## config.mk

```make
export PLATFORM = sky130hd
export DESIGN_NAME = id_stage
export DESIGN_NICKNAME = d
export VERILOG_FILES = /design/src/rtl/id_pkg.sv /design/src/rtl/id_stage_fwd_select.sv /design/src/rtl/id_stage.sv
export SDC_FILE = /design/constraint.sdc
export NUM_CORES = 1
export LEC_CHECK = 0
export CORE_AREA = 10 10 483 485
export DETAILED_ROUTE_END_ITERATION = 7
export DIE_AREA = 0 0 493 495
export SYNTH_ARGS = -nofsm -noshare
export SYNTH_HDL_FRONTEND = slang
export SYNTH_SLANG_ARGS = --single-unit
```

## constraint.sdc

```tcl
create_clock -name clk -period 3.45 [get_ports clk]
set_clock_uncertainty 0.15 [all_clocks]
set_input_delay 0.5175 -clock clk [delete_from_list [all_inputs] [get_ports clk]]
set_output_delay 0.5175 -clock clk [all_outputs]
set_load 0.05 [all_outputs]
```

## src/rtl/id_pkg.sv

```systemverilog
`default_nettype none
// ============================================================================
//  Module      : id_pkg
//  Description : Shared decode definitions for the RV64 ID stage: major
//                opcodes, load/store funct3 codes, access-length encoding,
//                immediate-format enum, output-buffer state enum and the
//                immediate extraction helpers.
//  Revision    : 1.0 - initial release
// ============================================================================
package id_pkg;

   // Major opcodes (inst[6:0])
   localparam logic [6:0] c_opc_r      = 7'b0110011;
   localparam logic [6:0] c_opc_i      = 7'b0010011;
   localparam logic [6:0] c_opc_load   = 7'b0000011;
   localparam logic [6:0] c_opc_store  = 7'b0100011;
   localparam logic [6:0] c_opc_branch = 7'b1100011;
   localparam logic [6:0] c_opc_lui    = 7'b0110111;
   localparam logic [6:0] c_opc_auipc  = 7'b0010111;
   localparam logic [6:0] c_opc_jal    = 7'b1101111;
   localparam logic [6:0] c_opc_jalr   = 7'b1100111;
   localparam logic [6:0] c_opc_system = 7'b1110011;

   // Load/store funct3 codes
   localparam logic [2:0] c_f3_b  = 3'b000;
   localparam logic [2:0] c_f3_h  = 3'b001;
   localparam logic [2:0] c_f3_w  = 3'b010;
   localparam logic [2:0] c_f3_d  = 3'b011;
   localparam logic [2:0] c_f3_bu = 3'b100;
   localparam logic [2:0] c_f3_hu = 3'b101;
   localparam logic [2:0] c_f3_wu = 3'b110;

   // Dcache access length; equals funct3[1:0] of the load/store
   localparam logic [1:0] c_wlen_byte   = 2'd0;
   localparam logic [1:0] c_wlen_half   = 2'd1;
   localparam logic [1:0] c_wlen_word   = 2'd2;
   localparam logic [1:0] c_wlen_double = 2'd3;

   typedef enum logic [2:0] {
      IMM_NONE = 3'd0,
      IMM_I    = 3'd1,
      IMM_S    = 3'd2,
      IMM_B    = 3'd3,
      IMM_U    = 3'd4,
      IMM_J    = 3'd5
   } imm_type_e;

   typedef enum logic [0:0] {
      ST_EMPTY = 1'b0,
      ST_FULL  = 1'b1
   } obuf_state_e;

   function automatic imm_type_e imm_type_of(input logic [6:0] opcode);
      case (opcode)
         c_opc_i, c_opc_load,
         c_opc_jalr, c_opc_system: return IMM_I;
         c_opc_store:              return IMM_S;
         c_opc_branch:             return IMM_B;
         c_opc_lui, c_opc_auipc:   return IMM_U;
         c_opc_jal:                return IMM_J;
         default:                  return IMM_NONE;
      endcase
   endfunction

   // Immediate sign-extended to 32 bits; the caller widens it to XLEN.
   // Only inst[31:7] carries immediate bits.
   function automatic logic [31:0] imm32(input logic [31:7] inst,
                                         input imm_type_e    t);
      case (t)
         IMM_I:   return {{20{inst[31]}}, inst[31:20]};
         IMM_S:   return {{20{inst[31]}}, inst[31:25], inst[11:7]};
         IMM_B:   return {{19{inst[31]}}, inst[31], inst[7], inst[30:25],
                          inst[11:8], 1'b0};
         IMM_U:   return {inst[31:12], 12'b0};
         IMM_J:   return {{11{inst[31]}}, inst[31], inst[19:12], inst[20],
                          inst[30:21], 1'b0};
         default: return 32'd0;
      endcase
   endfunction

endpackage
`default_nettype wire

```

## src/rtl/id_stage_fwd_select.sv

```systemverilog
`default_nettype none
// ============================================================================
//  Module      : fwd_select
//  Description : Priority forwarding mux. Source 0 has the highest priority;
//                the first enabled source whose address matches supplies the
//                data and its pending flag, otherwise the base (register
//                file) data is passed through with pending low. With
//                ZERO_REG set, address 0 always reads zero and never pends.
//  Ports       : i_addr        operand address being read
//                i_base_data   register-file / CSR-file read data
//                i_src_wen     per-source write enable
//                i_src_addr    per-source destination address (packed)
//                i_src_data    per-source write data (packed)
//                i_src_pending per-source "data not ready yet"
//                o_data        selected operand
//                o_pending     winning source is still pending
//  Revision    : 1.0 - initial release
// ============================================================================
module fwd_select #(
   parameter int XLEN     = 64,
   parameter int AW       = 5,
   parameter int N        = 3,
   parameter bit ZERO_REG = 1'b1
) (
   input  logic [AW-1:0]     i_addr,
   input  logic [XLEN-1:0]   i_base_data,
   input  logic [N-1:0]      i_src_wen,
   input  logic [AW*N-1:0]   i_src_addr,
   input  logic [XLEN*N-1:0] i_src_data,
   input  logic [N-1:0]      i_src_pending,
   output logic [XLEN-1:0]   o_data,
   output logic              o_pending
);

   // Walk from the lowest priority up so the youngest match is applied last.
   always_comb begin
      o_data    = i_base_data;
      o_pending = 1'b0;
      for (int i = N - 1; i >= 0; i--) begin
         if (i_src_wen[i] && (i_src_addr[i*AW +: AW] == i_addr)) begin
            o_data    = i_src_data[i*XLEN +: XLEN];
            o_pending = i_src_pending[i];
         end
      end
      if (ZERO_REG && (i_addr == '0)) begin
         o_data    = '0;
         o_pending = 1'b0;
      end
   end

endmodule
`default_nettype wire

```

## src/rtl/id_stage.sv

```systemverilog
`default_nettype none
// ============================================================================
//  Module      : id_stage
//  Description : Registered RV64 decode stage. Decodes the fetch beat,
//                forwards GPR/CSR operands, detects load-use hazards,
//                builds the XLEN immediate and the dcache request, and holds
//                one decoded bundle in an output register with valid/ready
//                handshakes on both sides plus flush.
//  Ports       : clk, rst (async, active-low)
//                fetch side : if_valid_i, if_ready_o, inst_i, pc_i, flush_i
//                regfile    : rs1/rs2_addr_o, rs1/rs2_data_i
//                CSR file   : csr_raddr_o, csr_data_i
//                forwarding : fwd_*_i (GPR), csr_fwd_*_i (CSR)
//                EX side    : ex_valid_o, ex_ready_i and the registered
//                             bundle (opcode .. pc_o)
//  Revision    : 1.0 - initial release
// ============================================================================
module id_stage
   import id_pkg::*;
#(
   parameter int XLEN      = 64,
   parameter int ADDR_W    = 64,
   parameter int N_FWD     = 3,
   parameter int N_CSR_FWD = 3
) (
   input  logic                   clk,
   input  logic                   rst,
   input  logic                   flush_i,
   input  logic                   if_valid_i,
   output logic                   if_ready_o,
   input  logic [31:0]            inst_i,
   input  logic [ADDR_W-1:0]      pc_i,
   output logic [4:0]             rs1_addr_o,
   output logic [4:0]             rs2_addr_o,
   input  logic [XLEN-1:0]        rs1_data_i,
   input  logic [XLEN-1:0]        rs2_data_i,
   output logic [11:0]            csr_raddr_o,
   input  logic [XLEN-1:0]        csr_data_i,
   input  logic [N_FWD-1:0]       fwd_wreg_i,
   input  logic [5*N_FWD-1:0]     fwd_rd_addr_i,
   input  logic [XLEN*N_FWD-1:0]  fwd_wdata_i,
   input  logic [N_FWD-1:0]       fwd_pending_i,
   input  logic [N_CSR_FWD-1:0]   csr_fwd_wreg_i,
   input  logic [12*N_CSR_FWD-1:0] csr_fwd_waddr_i,
   input  logic [XLEN*N_CSR_FWD-1:0] csr_fwd_wdata_i,
   output logic                   ex_valid_o,
   input  logic                   ex_ready_i,
   output logic [6:0]             opcode_o,
   output logic [2:0]             funct3_o,
   output logic [6:0]             funct7_o,
   output logic [XLEN-1:0]        rs1_data_o,
   output logic [XLEN-1:0]        rs2_data_o,
   output logic [XLEN-1:0]        csr_data_o,
   output logic [4:0]             rd_addr_o,
   output logic [11:0]            csr_waddr_o,
   output logic                   wreg_o,
   output logic                   csr_wreg_o,
   output logic [XLEN-1:0]        imm_o,
   output logic                   dcache_req_valid_o,
   output logic                   dcache_wen_o,
   output logic [XLEN-1:0]        dcache_wdata_o,
   output logic [ADDR_W-1:0]      dcache_addr_o,
   output logic [1:0]             dcache_wlen_o,
   output logic [ADDR_W-1:0]      pc_o
);

   // ------------------------------------------------------------------
   // Field extraction
   // ------------------------------------------------------------------
   logic [6:0]  w_opcode;
   logic [2:0]  w_funct3;
   logic [6:0]  w_funct7;
   logic [4:0]  w_rd;
   logic [4:0]  w_rs1;
   logic [4:0]  w_rs2;
   logic [11:0] w_csr_addr;

   assign w_opcode   = inst_i[6:0];
   assign w_rd       = inst_i[11:7];
   assign w_funct3   = inst_i[14:12];
   assign w_rs1      = inst_i[19:15];
   assign w_rs2      = inst_i[24:20];
   assign w_funct7   = inst_i[31:25];
   assign w_csr_addr = inst_i[31:20];

   assign rs1_addr_o  = w_rs1;
   assign rs2_addr_o  = w_rs2;
   assign csr_raddr_o = w_csr_addr;

   logic w_is_load;
   logic w_is_store;
   logic w_is_branch;
   logic w_rs1_used;
   logic w_rs2_used;

   assign w_is_load   = (w_opcode == c_opc_load);
   assign w_is_store  = (w_opcode == c_opc_store);
   assign w_is_branch = (w_opcode == c_opc_branch);
   assign w_rs1_used  = !((w_opcode == c_opc_lui) || (w_opcode == c_opc_auipc) ||
                          (w_opcode == c_opc_jal));
   assign w_rs2_used  = (w_opcode == c_opc_r) || w_is_store || w_is_branch;

   // ------------------------------------------------------------------
   // Immediate, sign-extended to XLEN
   // ------------------------------------------------------------------
   imm_type_e        w_imm_type;
   logic [31:0]      w_imm32;
   logic [XLEN-1:0]  w_imm;

   assign w_imm_type = imm_type_of(w_opcode);
   assign w_imm32    = imm32(inst_i[31:7], w_imm_type);

   generate
      if (XLEN > 32) begin : g_imm_sext
         assign w_imm = {{(XLEN-32){w_imm32[31]}}, w_imm32};
      end else begin : g_imm_direct
         assign w_imm = w_imm32[XLEN-1:0];
      end
   endgenerate

   // ------------------------------------------------------------------
   // Operand forwarding
   // ------------------------------------------------------------------
   logic [XLEN-1:0] w_rs1_fwd;
   logic [XLEN-1:0] w_rs2_fwd;
   logic [XLEN-1:0] w_csr_fwd;
   logic            w_rs1_pend;
   logic            w_rs2_pend;
   logic            w_csr_pend;

   fwd_select #(
      .XLEN     (XLEN),
      .AW       (5),
      .N        (N_FWD),
      .ZERO_REG (1'b1)
   ) u_fwd_rs1 (
      .i_addr        (w_rs1),
      .i_base_data   (rs1_data_i),
      .i_src_wen     (fwd_wreg_i),
      .i_src_addr    (fwd_rd_addr_i),
      .i_src_data    (fwd_wdata_i),
      .i_src_pending (fwd_pending_i),
      .o_data        (w_rs1_fwd),
      .o_pending     (w_rs1_pend)
   );

   fwd_select #(
      .XLEN     (XLEN),
      .AW       (5),
      .N        (N_FWD),
      .ZERO_REG (1'b1)
   ) u_fwd_rs2 (
      .i_addr        (w_rs2),
      .i_base_data   (rs2_data_i),
      .i_src_wen     (fwd_wreg_i),
      .i_src_addr    (fwd_rd_addr_i),
      .i_src_data    (fwd_wdata_i),
      .i_src_pending (fwd_pending_i),
      .o_data        (w_rs2_fwd),
      .o_pending     (w_rs2_pend)
   );

   // CSR sources have no pending notion; their pending inputs are tied low
   // so the CSR path can never raise the hazard.
   fwd_select #(
      .XLEN     (XLEN),
      .AW       (12),
      .N        (N_CSR_FWD),
      .ZERO_REG (1'b0)
   ) u_fwd_csr (
      .i_addr        (w_csr_addr),
      .i_base_data   (csr_data_i),
      .i_src_wen     (csr_fwd_wreg_i),
      .i_src_addr    (csr_fwd_waddr_i),
      .i_src_data    (csr_fwd_wdata_i),
      .i_src_pending ({N_CSR_FWD{1'b0}}),
      .o_data        (w_csr_fwd),
      .o_pending     (w_csr_pend)
   );

   logic w_hazard;
   assign w_hazard = (w_rs1_used && w_rs1_pend) || (w_rs2_used && w_rs2_pend) ||
                     w_csr_pend;

   // ------------------------------------------------------------------
   // Dcache request
   // ------------------------------------------------------------------
   logic [ADDR_W-1:0] w_dc_addr;
   logic [1:0]        w_wlen;
   logic [XLEN-1:0]   w_store_wdata;

   generate
      if (ADDR_W <= XLEN) begin : g_addr_trunc
         assign w_dc_addr = ADDR_W'(w_rs1_fwd) + ADDR_W'(w_imm);
      end else begin : g_addr_zext
         assign w_dc_addr = {{(ADDR_W-XLEN){1'b0}}, w_rs1_fwd + w_imm};
      end
   endgenerate

   assign w_wlen = w_funct3[1:0];

   // Store data carries only the accessed bytes; everything above is zero.
   always_comb begin
      w_store_wdata = '0;
      if (w_is_store) begin
         case (w_wlen)
            c_wlen_byte:   w_store_wdata = XLEN'(w_rs2_fwd[7:0]);
            c_wlen_half:   w_store_wdata = XLEN'(w_rs2_fwd[15:0]);
            c_wlen_word:   w_store_wdata = XLEN'(w_rs2_fwd[31:0]);
            default:       w_store_wdata = w_rs2_fwd;
         endcase
      end
   end

   logic w_wreg;
   logic w_csr_wreg;

   assign w_wreg     = !(w_is_store || w_is_branch) && (w_rd != 5'd0);
   assign w_csr_wreg = (w_opcode == c_opc_system) && (w_funct3 != 3'd0);

   // ------------------------------------------------------------------
   // Output register control
   // ------------------------------------------------------------------
   obuf_state_e r_state;
   obuf_state_e w_state_next;
   logic        w_valid;
   logic        w_if_ready;
   logic        w_load;
   logic        w_drain;

   assign w_valid    = (r_state == ST_FULL);
   assign w_if_ready = !flush_i && !w_hazard && (!w_valid || ex_ready_i);
   assign w_load     = if_valid_i && w_if_ready;
   assign w_drain    = w_valid && ex_ready_i;

   assign if_ready_o = w_if_ready;
   assign ex_valid_o = w_valid;

   always_ff @(posedge clk or negedge rst) begin
      if (!rst) begin
         r_state <= ST_EMPTY;
      end else begin
         r_state <= w_state_next;
      end
   end

   always_comb begin
      w_state_next = r_state;
      case (r_state)
         ST_EMPTY: if (w_load) w_state_next = ST_FULL;
         ST_FULL:  if (w_drain && !w_load) w_state_next = ST_EMPTY;
         default:  w_state_next = ST_EMPTY;
      endcase
      // load already excludes flush, so this only overrides hold/refill
      if (flush_i) begin
         w_state_next = ST_EMPTY;
      end
   end

   // ------------------------------------------------------------------
   // Bundle register: written only on an accepted fetch beat
   // ------------------------------------------------------------------
   logic [6:0]        r_opcode;
   logic [2:0]        r_funct3;
   logic [6:0]        r_funct7;
   logic [XLEN-1:0]   r_rs1_data;
   logic [XLEN-1:0]   r_rs2_data;
   logic [XLEN-1:0]   r_csr_data;
   logic [4:0]        r_rd_addr;
   logic [11:0]       r_csr_waddr;
   logic              r_wreg;
   logic              r_csr_wreg;
   logic [XLEN-1:0]   r_imm;
   logic              r_dc_req;
   logic              r_dc_wen;
   logic [XLEN-1:0]   r_dc_wdata;
   logic [ADDR_W-1:0] r_dc_addr;
   logic [1:0]        r_dc_wlen;
   logic [ADDR_W-1:0] r_pc;

   always_ff @(posedge clk or negedge rst) begin
      if (!rst) begin
         r_opcode    <= '0;
         r_funct3    <= '0;
         r_funct7    <= '0;
         r_rs1_data  <= '0;
         r_rs2_data  <= '0;
         r_csr_data  <= '0;
         r_rd_addr   <= '0;
         r_csr_waddr <= '0;
         r_wreg      <= 1'b0;
         r_csr_wreg  <= 1'b0;
         r_imm       <= '0;
         r_dc_req    <= 1'b0;
         r_dc_wen    <= 1'b0;
         r_dc_wdata  <= '0;
         r_dc_addr   <= '0;
         r_dc_wlen   <= '0;
         r_pc        <= '0;
      end else if (w_load) begin
         r_opcode    <= w_opcode;
         r_funct3    <= w_funct3;
         r_funct7    <= w_funct7;
         r_rs1_data  <= w_rs1_fwd;
         r_rs2_data  <= w_rs2_fwd;
         r_csr_data  <= w_csr_fwd;
         r_rd_addr   <= w_rd;
         r_csr_waddr <= w_csr_addr;
         r_wreg      <= w_wreg;
         r_csr_wreg  <= w_csr_wreg;
         r_imm       <= w_imm;
         r_dc_req    <= w_is_load || w_is_store;
         r_dc_wen    <= w_is_store;
         r_dc_wdata  <= w_store_wdata;
         r_dc_addr   <= w_dc_addr;
         r_dc_wlen   <= w_wlen;
         r_pc        <= pc_i;
      end
   end

   assign opcode_o           = r_opcode;
   assign funct3_o           = r_funct3;
   assign funct7_o           = r_funct7;
   assign rs1_data_o         = r_rs1_data;
   assign rs2_data_o         = r_rs2_data;
   assign csr_data_o         = r_csr_data;
   assign rd_addr_o          = r_rd_addr;
   assign csr_waddr_o        = r_csr_waddr;
   assign wreg_o             = r_wreg;
   assign csr_wreg_o         = r_csr_wreg;
   assign imm_o              = r_imm;
   assign dcache_req_valid_o = r_dc_req;
   assign dcache_wen_o       = r_dc_wen;
   assign dcache_wdata_o     = r_dc_wdata;
   assign dcache_addr_o      = r_dc_addr;
   assign dcache_wlen_o      = r_dc_wlen;
   assign pc_o               = r_pc;

endmodule
`default_nettype wire

```

==> run summary, run 1 <==
CP Max Fanout -> 7
Placer congestion estimate -> 0.955
Sequential fraction of the synthesis area -> 40.3%
Worst skew pair latency -> 0.68 ns
Top post-synthesis cells by area -> dfrtp_1 (40%), nand2_1 (11%), o21ai_0 (7.1%)
Min-delay worst type -> input pin to flop
Initial DRC count -> 2228
Avg Vias per Cell -> 4.11
Fraction of layout cells with a size suffix above 1 -> 28.4%
Least-Margin Pin Slew -> 0.984 ns
CTS buffer count -> 59
Ports -> 1249
Critical Path Source Type -> input pin
Final worst setup slack -> -0.925 ns
Detailed-route via count -> 34300
Drc violations -> 0
Placed insts -> 8037
Hold depth -> 3
CTS tree -> done
#FFs+latches synth -> 448
Post-synth top cells -> nand2_1 (810), dfrtp_1 (448), o21ai_0 (393)
Clk root buf -> clkbuf_16
Fmax -> 229 MHz
Syn_nets -> 4165
Crit path DAT -> 4.80 ns
Most frequent cell after synthesis -> nand2_1
R2R Setup Slk -> 0.93 ns
Synth unique cells -> 69
Register area -> 11200 um2
Post-detailed-route wirelength per cell -> 29.6 um
Initial antenna violation count -> 180
Critical Path Sink Type -> flop
ANT nets after route -> 0
Multi-input logic area -> 17600 um2
Reg2Reg Depth -> 7
Hold_sp -> inst_i[5]
Placement Setup Slack -> -2.69 ns
Total routed wirelength -> 247000 um
Failing checks -> setup timing
Yosys top cell by area -> dfrtp_1
Die Footprint -> 244000 um2
Number of enable-type register cells in the synthesized netlist -> 0
Peak supply drop -> 0.000389 V
Port bufs -> 1248
Filler cells -> 24100
Min cycle time layout -> 4.37 ns
Dpl hpwl -> 213000 um
Core Box Area -> 224000 um2
Area share of the largest cell type after synthesis -> 40.3%
Clock Tree Buf Depth -> 3
Crit path kind -> input pin to flop
Synth Instances -> 3364
Synth Cell Area -> 27800 um2
Die X -> 493 um
Starting Density -> 12.4%
Sink Count -> 448
RR Endpoint -> dcache_wdata_o[61]$_DFFE_PN0P_
Ys async rst share -> 100%
Largest net degree at the start of global routing -> 93
Global-route wire length before repair -> 321000 um
Final Hold Fails -> 0
Total track usage -> 19.1%
Yosys warning count -> 0
H-tree depth -> 2
Reg clk slew, reported paths -> 0.06 ns
Outcome -> finished, violations left
Final #Nets -> 6042
WP data required -> 3.88 ns
Final core utilization -> 24.7%
Avg Cell Area, Syn -> 8.27 um2
Worst rel slew slack -> 34.2%
Vias in the first global route -> 34700
Power density cells -> 424 nW/um2
Setup violations, final -> 49
Static leakage -> 0.0236 uW
Synthesis-to-finish area growth -> 98.8%
Slew Limit Fails -> 0
Num rows -> 174
RSZ-0062 raised after global routing -> yes
Reg-to-reg critical path startpoint -> ex_valid_o$_DFF_PN0_
Die Y -> 495 um
Max-cap violations -> 0
Final non-filler cell total -> 8335
Hold EP -> opcode_o[5]$_DFFE_PN0P_
Most used DFF post-synth -> dfrtp_1
First-pass DRT Iterations -> 6
Global route total overflow -> 0
Period utilisation layout -> 127%
[registers in the layout (all words and copies together) (netlist names)]
signal and count:
opcode_o 7, dcache_req_valid_o 1, imm_o 32, ex_valid_o 1
csr_waddr_o 5, dcache_wen_o 1, dcache_wdata_o 64, rd_addr_o 5
rs1_data_o 64, funct3_o 3, funct7_o 7, pc_o 64
csr_data_o 64, rs2_data_o 64, wreg_o 1, csr_wreg_o 1
dcache_addr_o 64
[layer usage]
metal	vias up	global-route usage, %	part of all wire, %
li1	15400	-	-
met1	16700	22.3	40
met2	1610	31.5	46
met3	478	6.81	9.2
met4	84	8.19	5.1
met5	-	0	0.21
[kinds of logic after synthesis]
family                     after synthesis  synth area share, %
AOI/OAI and AO/OA                      908                 19.2
DFF                                    448                 40.3
adders and majority gates               64                 2.91
buffers and inverters                  335                 5.76
xor gates and xnor gates               118                 3.72
and+or+nand+nor                       1214                 17.8
muxes                                  277                 10.4
[metrics by stage]
| stage | hold slack [ns] | setup TNS (ns) | instance area (um2) | power, uW |
|---|---|---|---|---|
| final | 0.0474 | -26.33 | 55300 | 23500 |
| after global routing | 0.0238 | -32.80 | 55200 | 24400 |
| after CTS | 0.116 | -28.60 | 53800 | 23600 |
| after detailed placement | 0.312 | -446.98 | 49300 | 16200 |
| after global placement | 0.310 | -448.36 | 49300 | 16200 |
| after floorplan | 0.0719 | -21.10 | 28300 | 11100 |
[power breakdown]
part           switching [uW]  internal [uW]  total, uW  leakage, uW
sequential                566           6020       6580      0.00567
clock                    2740           4140       6880      0.00103
combinational            6220           3770       9990       0.0169
[worst max-delay path by stage]
stage	from	endpoint	slack, ns	cells after the start
after global placement	inst_i[17]	dcache_addr_o[55]$_DFFE_PN0P_	-2.73	24
after global routing	inst_i[19]	dcache_addr_o[56]$_DFFE_PN0P_	-1.07	22
after floorplan	fwd_rd_addr_i[12]	dcache_addr_o[56]$_DFFE_PN0P_	-0.90	20
after CTS	inst_i[18]	dcache_addr_o[56]$_DFFE_PN0P_	-0.98	23
final	inst_i[19]	dcache_addr_o[56]$_DFFE_PN0P_	-0.92	23
after detailed placement	inst_i[17]	dcache_addr_o[55]$_DFFE_PN0P_	-2.69	24
[worst max-delay path, stage by stage]
cell and delay, ns:
buf_8 0.12, buf_6 0.12, xor2_2 0.16, nor4_2 0.24, buf_4 0.16, nand3_4 0.12, buf_8 0.19, buf_12 0.16
buf_8 0.14, nor2_4 0.08, a211oi_2 0.05, a21oi_2 0.15, nor2_2 0.07, ha_1 0.31, nand4_1 0.21, or2_4 0.35
a2111oi_4 0.27, buf_4 0.20, a2111oi_4 0.08, or2_4 0.27, o211ai_1 0.37, a2111oi_1 0.15, a221o_1 0.27
[layout make-up]
class / count / area share, %
Inverter: 21 / 0.156
Clock inverter: 18 / 0.582
Tap cell: 2992 / 6.77
Multi-Input combinational cell: 2581 / 31.9
Clock buffer: 91 / 3.24
Antenna cell: 54 / 0.244
Timing Repair Buffer: 2130 / 36.9
Sequential cell: 448 / 20.3
[repair_timing]
action | in CTS | in global routing
hold buffers | 1 | 0
resized for setup | 383 | 256
endpoints found under the setup margin | 310 | 147
endpoints found under the hold margin | 47 | 0
buffers inserted | 88 | 65
pin swaps | 154 | 125
cloned | 6 | 0
[layout by cell type, fill, tap and decap left out, types with 13 or more instances in the layout]
master,n
mux2i_1,179
nand2_2,13
inv_1,20
a211oi_2,30
clkbuf_16,61
a211oi_1,112
dfrtp_1,448
clkbuf_1,15
ha_1,26
nand3_1,14
o21ai_2,14
xnor2_1,35
diode_2,54
clkdlybuf4s50_1,1187
xor2_1,50
a21oi_1,153
o21ai_1,49
buf_4,758
buf_12,81
nand2_1,792
nand4_1,27
o31ai_1,16
nor2_1,180
buf_8,14
ha_4,35
mux2_2,84
clkbuf_8,15
nor2_4,23
nor2_2,54
o21ai_0,326
o21bai_1,13
a21oi_2,56
a21o_1,36
buf_6,61
xor2_2,16
Note: power is estimated with default switching activity, not from simulation.
==> inputs of run 2 (changes only) <==
Settings changed: ABC_AREA set to 1, CORE_AREA 10 10 483 485 to 10 10 472 474, DIE_AREA 0 0 493 495 to 0 0 482 484, GPL_TIMING_DRIVEN set to 0.
==> run summary, run 2 <==
Power density cells -> 426 nW/um2 (+0.42%)
Critical Path Source Type -> input pin
Peak supply drop -> 0.000432 V (+11%)
Placed insts -> 8958 (+11%)
Post-detailed-route wirelength per cell -> 29.8 um (+0.54%)
Starting Density -> 14.6% (+2.2 points)
Crit path kind -> input pin to flop
Detailed-route via count -> 40700 (+19%)
CTS buffer count -> 61 (+3.4%)
Fraction of layout cells with a size suffix above 1 -> 20.4% (-8.0 points)
WP data required -> 3.97 ns (+0.09 ns)
Placer congestion estimate -> 0.970 (+1.7%)
Clk root buf -> clkbuf_16
Most used DFF post-synth -> dfrtp_1
RSZ-0062 raised after global routing -> yes
Fmax -> 292 MHz (+28%)
Dpl hpwl -> 232000 um (+8.9%)
Top post-synthesis cells by area -> dfrtp_1 (36%), nand2_1 (23%), nand3_1 (7.6%)
Worst skew pair latency -> 0.73 ns (+0.05 ns)
ANT nets after route -> 0 (unchanged)
Die Footprint -> 233000 um2 (-4.4%)
Psw -> 10200 uW (+7.4%)
Total routed wirelength -> 276000 um (+12%)
Yosys top cell by area -> dfrtp_1
Post-synth top cells -> nand2_1 (1916), nand3_1 (472), inv_1 (462)
Gate power share -> 43.2% (+0.6 points)
Vias in the first global route -> 40700 (+17%)
Synthesis-to-finish area growth -> 77.8%
Static leakage -> 0.0254 uW (+7.7%)
First-pass DRT Iterations -> 7 (+1)
Initial antenna violation count -> 97 (-46%)
Drc violations -> 0 (unchanged)
Min-delay worst type -> input pin to flop
Min cycle time layout -> 3.42 ns (-0.952 ns)
Sw frac -> 43.2% (+2.6 points)
Avg Cell Area, Syn -> 6.42 um2 (-22%)
Die Y -> 484 um (-2.2%)
Slowest stage cell, crit path -> ha_4
Clock power frac -> 29.0% (-0.3 points)
Global-route wire length before repair -> 361000 um (+13%)
Final TNS setup -> 0 ns (+26.33 ns)
Syn_nets -> 5670 (+36%)
Area share of the largest cell type after synthesis -> 35.9% (-4.4 points)
Port bufs -> 1244 (-0.32%)
Initial DRC count -> 3440 (+54%)
Final Hold Fails -> 0 (unchanged)
Max incr delay on CP -> 0.32 ns (-0.05 ns)
Ys async rst share -> 100% (unchanged)
Global route total overflow -> 0 (unchanged)
Number of enable-type register cells in the synthesized netlist -> 0 (unchanged)
Sink Count -> 448 (unchanged)
Largest net degree at the start of global routing -> 111 (+19%)
Synth Instances -> 4869 (+45%)
Commonest non-fill, non-tap cells in the layout -> nand2_1 (1719), clkdlybuf4s50_1 (1210), dfrtp_1 (447)
Synth Cell Area -> 31200 um2 (+12%)
Final #Nets -> 7147 (+18%)
Max-cap violations -> 0 (unchanged)
Clock Tree Buf Depth -> 3 (unchanged)
Setup violations, final -> 0 (-100%)
#FFs+latches synth -> 448 (unchanged)
Least-Margin Pin Slew -> 1.20 ns (+0.221 ns)
Most frequent cell after synthesis -> nand2_1
Yosys warning count -> 0 (unchanged)
Final non-filler cell total -> 9282 (+11%)
Crit path DAT -> 3.95 ns (-0.85 ns)
Num rows -> 170 (-2.3%)
Critical Path Sink Type -> flop
CP Max Fanout -> 7 (unchanged)
Total track usage -> 22.3% (+3.3 points)
Avg Vias per Cell -> 4.39 (+6.7%)
Die X -> 482 um (-2.2%)
Most common cell after layout, fill and taps aside -> nand2_1
Sequential Power Share -> 27.8% (-0.3 points)
Sequential fraction of the synthesis area -> 35.9% (-4.4 points)
Reg clk slew, reported paths -> 0.06 ns (about the same)
P_int -> 13400 uW (-3.5%)
Fin Hold WS -> 0.0339 ns (-0.0135 ns)
Period utilisation layout -> 99.2% (-28 points)
Placement Setup Slack -> -4.36 ns (-1.68 ns)
Final worst setup slack -> 0.0273 ns (+0.952 ns)
H-tree depth -> 2 (unchanged)
Outcome -> completed
CTS tree -> done
Ports -> 1249 (unchanged)
Slew Limit Fails -> 0 (unchanged)
Synth unique cells -> 38 (-45%)
Worst rel slew slack -> 19.7% (-15 points)
Core Box Area -> 214000 um2 (-4.6%)
run 2: worst paths after layout:
path                                            from                       endpoint  cells past startpoint  slack, ns
max                                       inst_i[19]  dcache_addr_o[45]$_DFFE_PN0P_                     25       0.03
min                                        inst_i[2]        opcode_o[2]$_DFFE_PN0P_                      3       0.03
max reg2reg                     ex_valid_o$_DFF_PN0_     csr_data_o[23]$_DFFE_PN0P_                      7       0.65
min reg2reg                rs2_data_o[7]$_DFFE_PN0P_      rs2_data_o[7]$_DFFE_PN0P_                      2       0.32
max in group asynchronous                        rst     csr_data_o[54]$_DFFE_PN0P_                      4       1.29
min in group asynchronous                        rst     rs2_data_o[62]$_DFFE_PN0P_                      2       0.18
run 2: power by group through the flow:
stage / registers, uW / clock network (uW) / logic, uW
after global placement: 6640 / 0 / 9430
after global routing: 6650 / 7240 / 10700
final: 6570 / 6860 / 10200
after CTS: 6570 / 7050 / 10100
after floorplan: 9190 / 0 / 2130
after detailed placement: 6640 / 0 / 9450
run 2: critical path, delay by kind of cell:
kind / cells / cell delay [ns]
and+or+nand+nor: 14 / 1.76
buffers and inverters: 8 / 1.01
adders and majority gates: 1 / 0.32
AOI/OAI and AO/OA: 2 / 0.25
run 2: per-layer routing:
| metal | vias to the layer above | track usage [%] | share of wire [%] |
|---|---|---|---|
| li1 | 18400 | - | - |
| met1 | 19800 | 23.7 | 36 |
| met2 | 1947 | 39.9 | 50 |
| met3 | 486 | 5.41 | 7.2 |
| met4 | 28 | 13.2 | 6.9 |
| met5 | - | 0 | 0.063 |
run 2: cell type report:
cell class,count,area [um2]
fill,23600,158000
multi-input combinational,3625,20200
timing repair buffer,1415,14100
sequential,448,11200
tap,2838,3550
buffer,317,2230
inverter,477,1940
clock buffer,74,1640
clock inverter,34,473
antenna,53,133
timing repair inverter,1,20.0
run 2: repair_timing:
| action | 4_1_cts | 5_1_grt |
|---|---|---|
| setup endpoints to repair | 450 | 65 |
| resized for setup | 879 | 399 |
| setup buffers | 105 | 47 |
| pin swaps | 173 | 186 |
| endpoints found under the hold margin | 57 | 1 |
| hold buffers | 2 | 1 |
| gates cloned | 9 | 4 |
run 2: per-stage QoR:
stage	power [uW]	cell area (um2)	util, %
4_1_cts	23700	53700	25.2
3_3_place_gp	16100	47300	22.1
6_report	23700	55600	26.0
2_1_floorplan	11300	31300	-
5_1_grt	24500	55500	26.0
3_5_place_dp	16100	47400	22.2
run 2: logic make-up (layout without fill, tap and decap cells):
logic type / count (synthesis) / in the layout / synth area share, %
flops: 448 / 448 / 35.9
simple gates: 2845 / 2845 / 37.4
other cells: 0 / 53 / 0
xor+xnor: 55 / 55 / 1.54
buf+inv: 797 / 2318 / 11.2
fa+ha+maj: 64 / 64 / 2.59
compound gates: 660 / 661 / 11.3
==> inputs of run 3 (changes only) <==
Settings changed: CTS_CLUSTER_DIAMETER set to 60.
==> run summary, run 3 (synthesis results as in run 2) <==
Initial DRC count -> 3360 (-2.3%)
RSZ-0062 raised after global routing -> yes
Slew Limit Fails -> 0 (unchanged)
Global route total overflow -> 0 (unchanged)
Clk root buf -> clkbuf_16
Crit path max-delay family -> simple AND/OR/NAND/NOR gates
Total track usage -> 22.5% (+0.19 points)
Most common cell after layout, fill and taps aside -> nand2_1
Hold depth -> 3 (unchanged)
Vias in the first global route -> 40900 (+0.52%)
Largest net degree at the start of global routing -> 111 (unchanged)
Commonest non-fill, non-tap cells in the layout -> nand2_1 (1707), clkdlybuf4s50_1 (1210), dfrtp_1 (447)
Starting Density -> 14.6% (unchanged)
Worst skew pair latency -> 0.71 ns (-0.02 ns)
Pwr Total -> 24800 uW (+4.7%)
Final #Nets -> 7181 (+0.48%)
Reg2Reg Depth -> 7 (unchanged)
Slowest stage cell, crit path -> clkdlybuf4s50_1
Worst path cell trace -> clkdlybuf4s50_1 > inv_1 > o21ai_0 > nor2_1 > nand3b_1 > nor2_1 > nand2_1 > buf_2 > nand2_1 > nand3_1 > nand3_1 > nand2_1 > nand2_1 > nand2_1
WP data required -> 3.87 ns (-0.10 ns)
Power density cells -> 440 nW/um2 (+3.4%)
Fmax -> 286 MHz (-2.2%)
Least-Margin Pin Slew -> 1.21 ns (+0.00317 ns)
Num rows -> 170 (unchanged)
Max incr delay on CP -> 0.57 ns (+0.25 ns)
Reg clk slew, reported paths -> 0.05 ns (about the same)
Global-route wire length before repair -> 363000 um (+0.37%)
Clock Tree Buf Depth -> 3 (unchanged)
Worst path depth -> 14 (-44%)
Detailed-route via count -> 40900 (+0.50%)
Top cell by count, worst path -> nand2_1
Period utilisation layout -> 101% (+2.2 points)
Die Footprint -> 233000 um2 (unchanged)
Final worst setup slack -> -0.0501 ns (-0.0774 ns)
CP Max Fanout -> 10 (+3)
Die Y -> 484 um (unchanged)
Worst rel slew slack -> 19.5% (-0.21 points)
Crit path kind -> input pin to flop
Core Box Area -> 214000 um2 (unchanged)
CTS buffer count -> 75 (+23%)
Critical Path Sink Type -> flop
Setup violations, final -> 6 (+6)
Peak supply drop -> 0.000355 V (-18%)
Fin area -> 56300 um2 (+1.3%)
Initial antenna violation count -> 102 (+5.2%)
Total routed wirelength -> 278000 um (+0.60%)
Min-delay worst type -> input pin to flop
Outcome -> finished, violations left
Failing checks -> setup timing
Die X -> 482 um (unchanged)
CTS tree -> done
Crit path DAT -> 3.92 ns (-0.03 ns)
H-tree depth -> 3 (+1)
DP Area -> 47400 um2 (unchanged)
Final Hold Fails -> 0 (unchanged)
Post-detailed-route wirelength per cell -> 29.8 um (+0.16%)
Dpl hpwl -> 232000 um (unchanged)
Filler cells -> 23500 (-0.31%)
Max-cap violations -> 0 (unchanged)
Fraction of layout cells with a size suffix above 1 -> 21.4% (+0.98 points)
Placer congestion estimate -> 0.970 (unchanged)
Critical Path Source Type -> input pin
Min cycle time layout -> 3.50 ns (+0.0774 ns)
Synthesis-to-finish area growth -> 80.1%
Static leakage -> 0.0258 uW (+1.4%)
First-pass DRT Iterations -> 6 (-1)
Drc violations -> 0 (unchanged)
Avg Vias per Cell -> 4.39 (about the same)
Ports -> 1249 (unchanged)
Port bufs -> 1244 (unchanged)
CP bufs+invs -> 3 (-5)
Sink Count -> 448 (unchanged)
ANT nets after route -> 0 (unchanged)
## run 3: cell types whose count changed in the layout (fill, tap and decap cells not counted), sizes merged, moves of 3 or more
| cell | change |
|---|---|
| buf | +20 |
| clkbuf | +15 |
| inv | +12 |
| clkdlybuf4s15 | +4 |
| diode | -4 |
| bufinv | -3 |
| clkinvlp | -3 |
## run 3: final timing paths
check	from	to	slack, ns
worst min register to register	rs2_data_o[7]$_DFFE_PN0P_	rs2_data_o[7]$_DFFE_PN0P_	0.32
max in group asynchronous	rst	csr_data_o[54]$_DFFE_PN0P_	1.30
worst min-delay path	inst_i[2]	opcode_o[2]$_DFFE_PN0P_	0.05
worst max-delay path	inst_i[25]	csr_data_o[15]$_DFFE_PN0P_	-0.05
worst max register to register	ex_valid_o$_DFF_PN0_	dcache_addr_o[1]$_DFFE_PN0P_	0.67
min in group asynchronous	rst	rs2_data_o[62]$_DFFE_PN0P_	0.19
## run 3: worst register-to-register path, delay by kind of cell, from the launching register on
family,cells,cell delay [ns]
buf+inv,2,0.93
simple gates,4,0.76
compound gates,1,0.46
flops,1,0.43
## run 3: timing repair
action | in CTS | in global routing
resized for setup | 936 | 377
setup endpoints to repair | 481 | 82
gates cloned | 10 | 4
hold buffers | 2 | 1
endpoints found under the hold margin | 57 | 1
buffers inserted | 110 | 62
pin swaps | 190 | 171
## run 3: layer usage
layer	vias to the layer above	wire length (um)	GRT usage, %
met5	-	266	0
met4	38	20200	14.2
met3	501	20800	5.57
met2	1977	138000	39.9
met1	19900	98800	23.8
li1	18500	-	-
## run 3: where the power goes
group | internal [uW] | switching (uW) | total [uW]
logic | 3450 | 6820 | 10300
registers | 6020 | 558 | 6580
clock network | 4650 | 3280 | 7940
## run 3: layout make-up
| class | instances | area, um2 | share of cell area, % |
|---|---|---|---|
| antenna | 49 | 123 | 0.218 |
| buffer | 316 | 2170 | 3.86 |
| clock buffer | 91 | 2020 | 3.58 |
| clock inverter | 42 | 538 | 0.956 |
| inverter | 477 | 1910 | 3.40 |
| multi-input combinational | 3625 | 20300 | 36.1 |
| sequential | 448 | 11200 | 19.9 |
| tap | 2838 | 3550 | 6.31 |
| timing repair buffer | 1437 | 14500 | 25.7 |
## run 3: stage by stage
stage,cells,util [%],setup slack (ns),setup TNS (ns),hold WS (ns)
finish,9323,26.3,-0.0501,-0.125,0.0494
floorplan,4869,-,0.0000762,0,0.0719
detailed placement,8958,22.2,-4.36,-932.49,0.308
global placement,8951,22.1,-20.50,-,0.305
CTS,9213,25.5,0.00225,0,0.0830
global route,9311,26.3,-0.0671,-0.472,0.0127
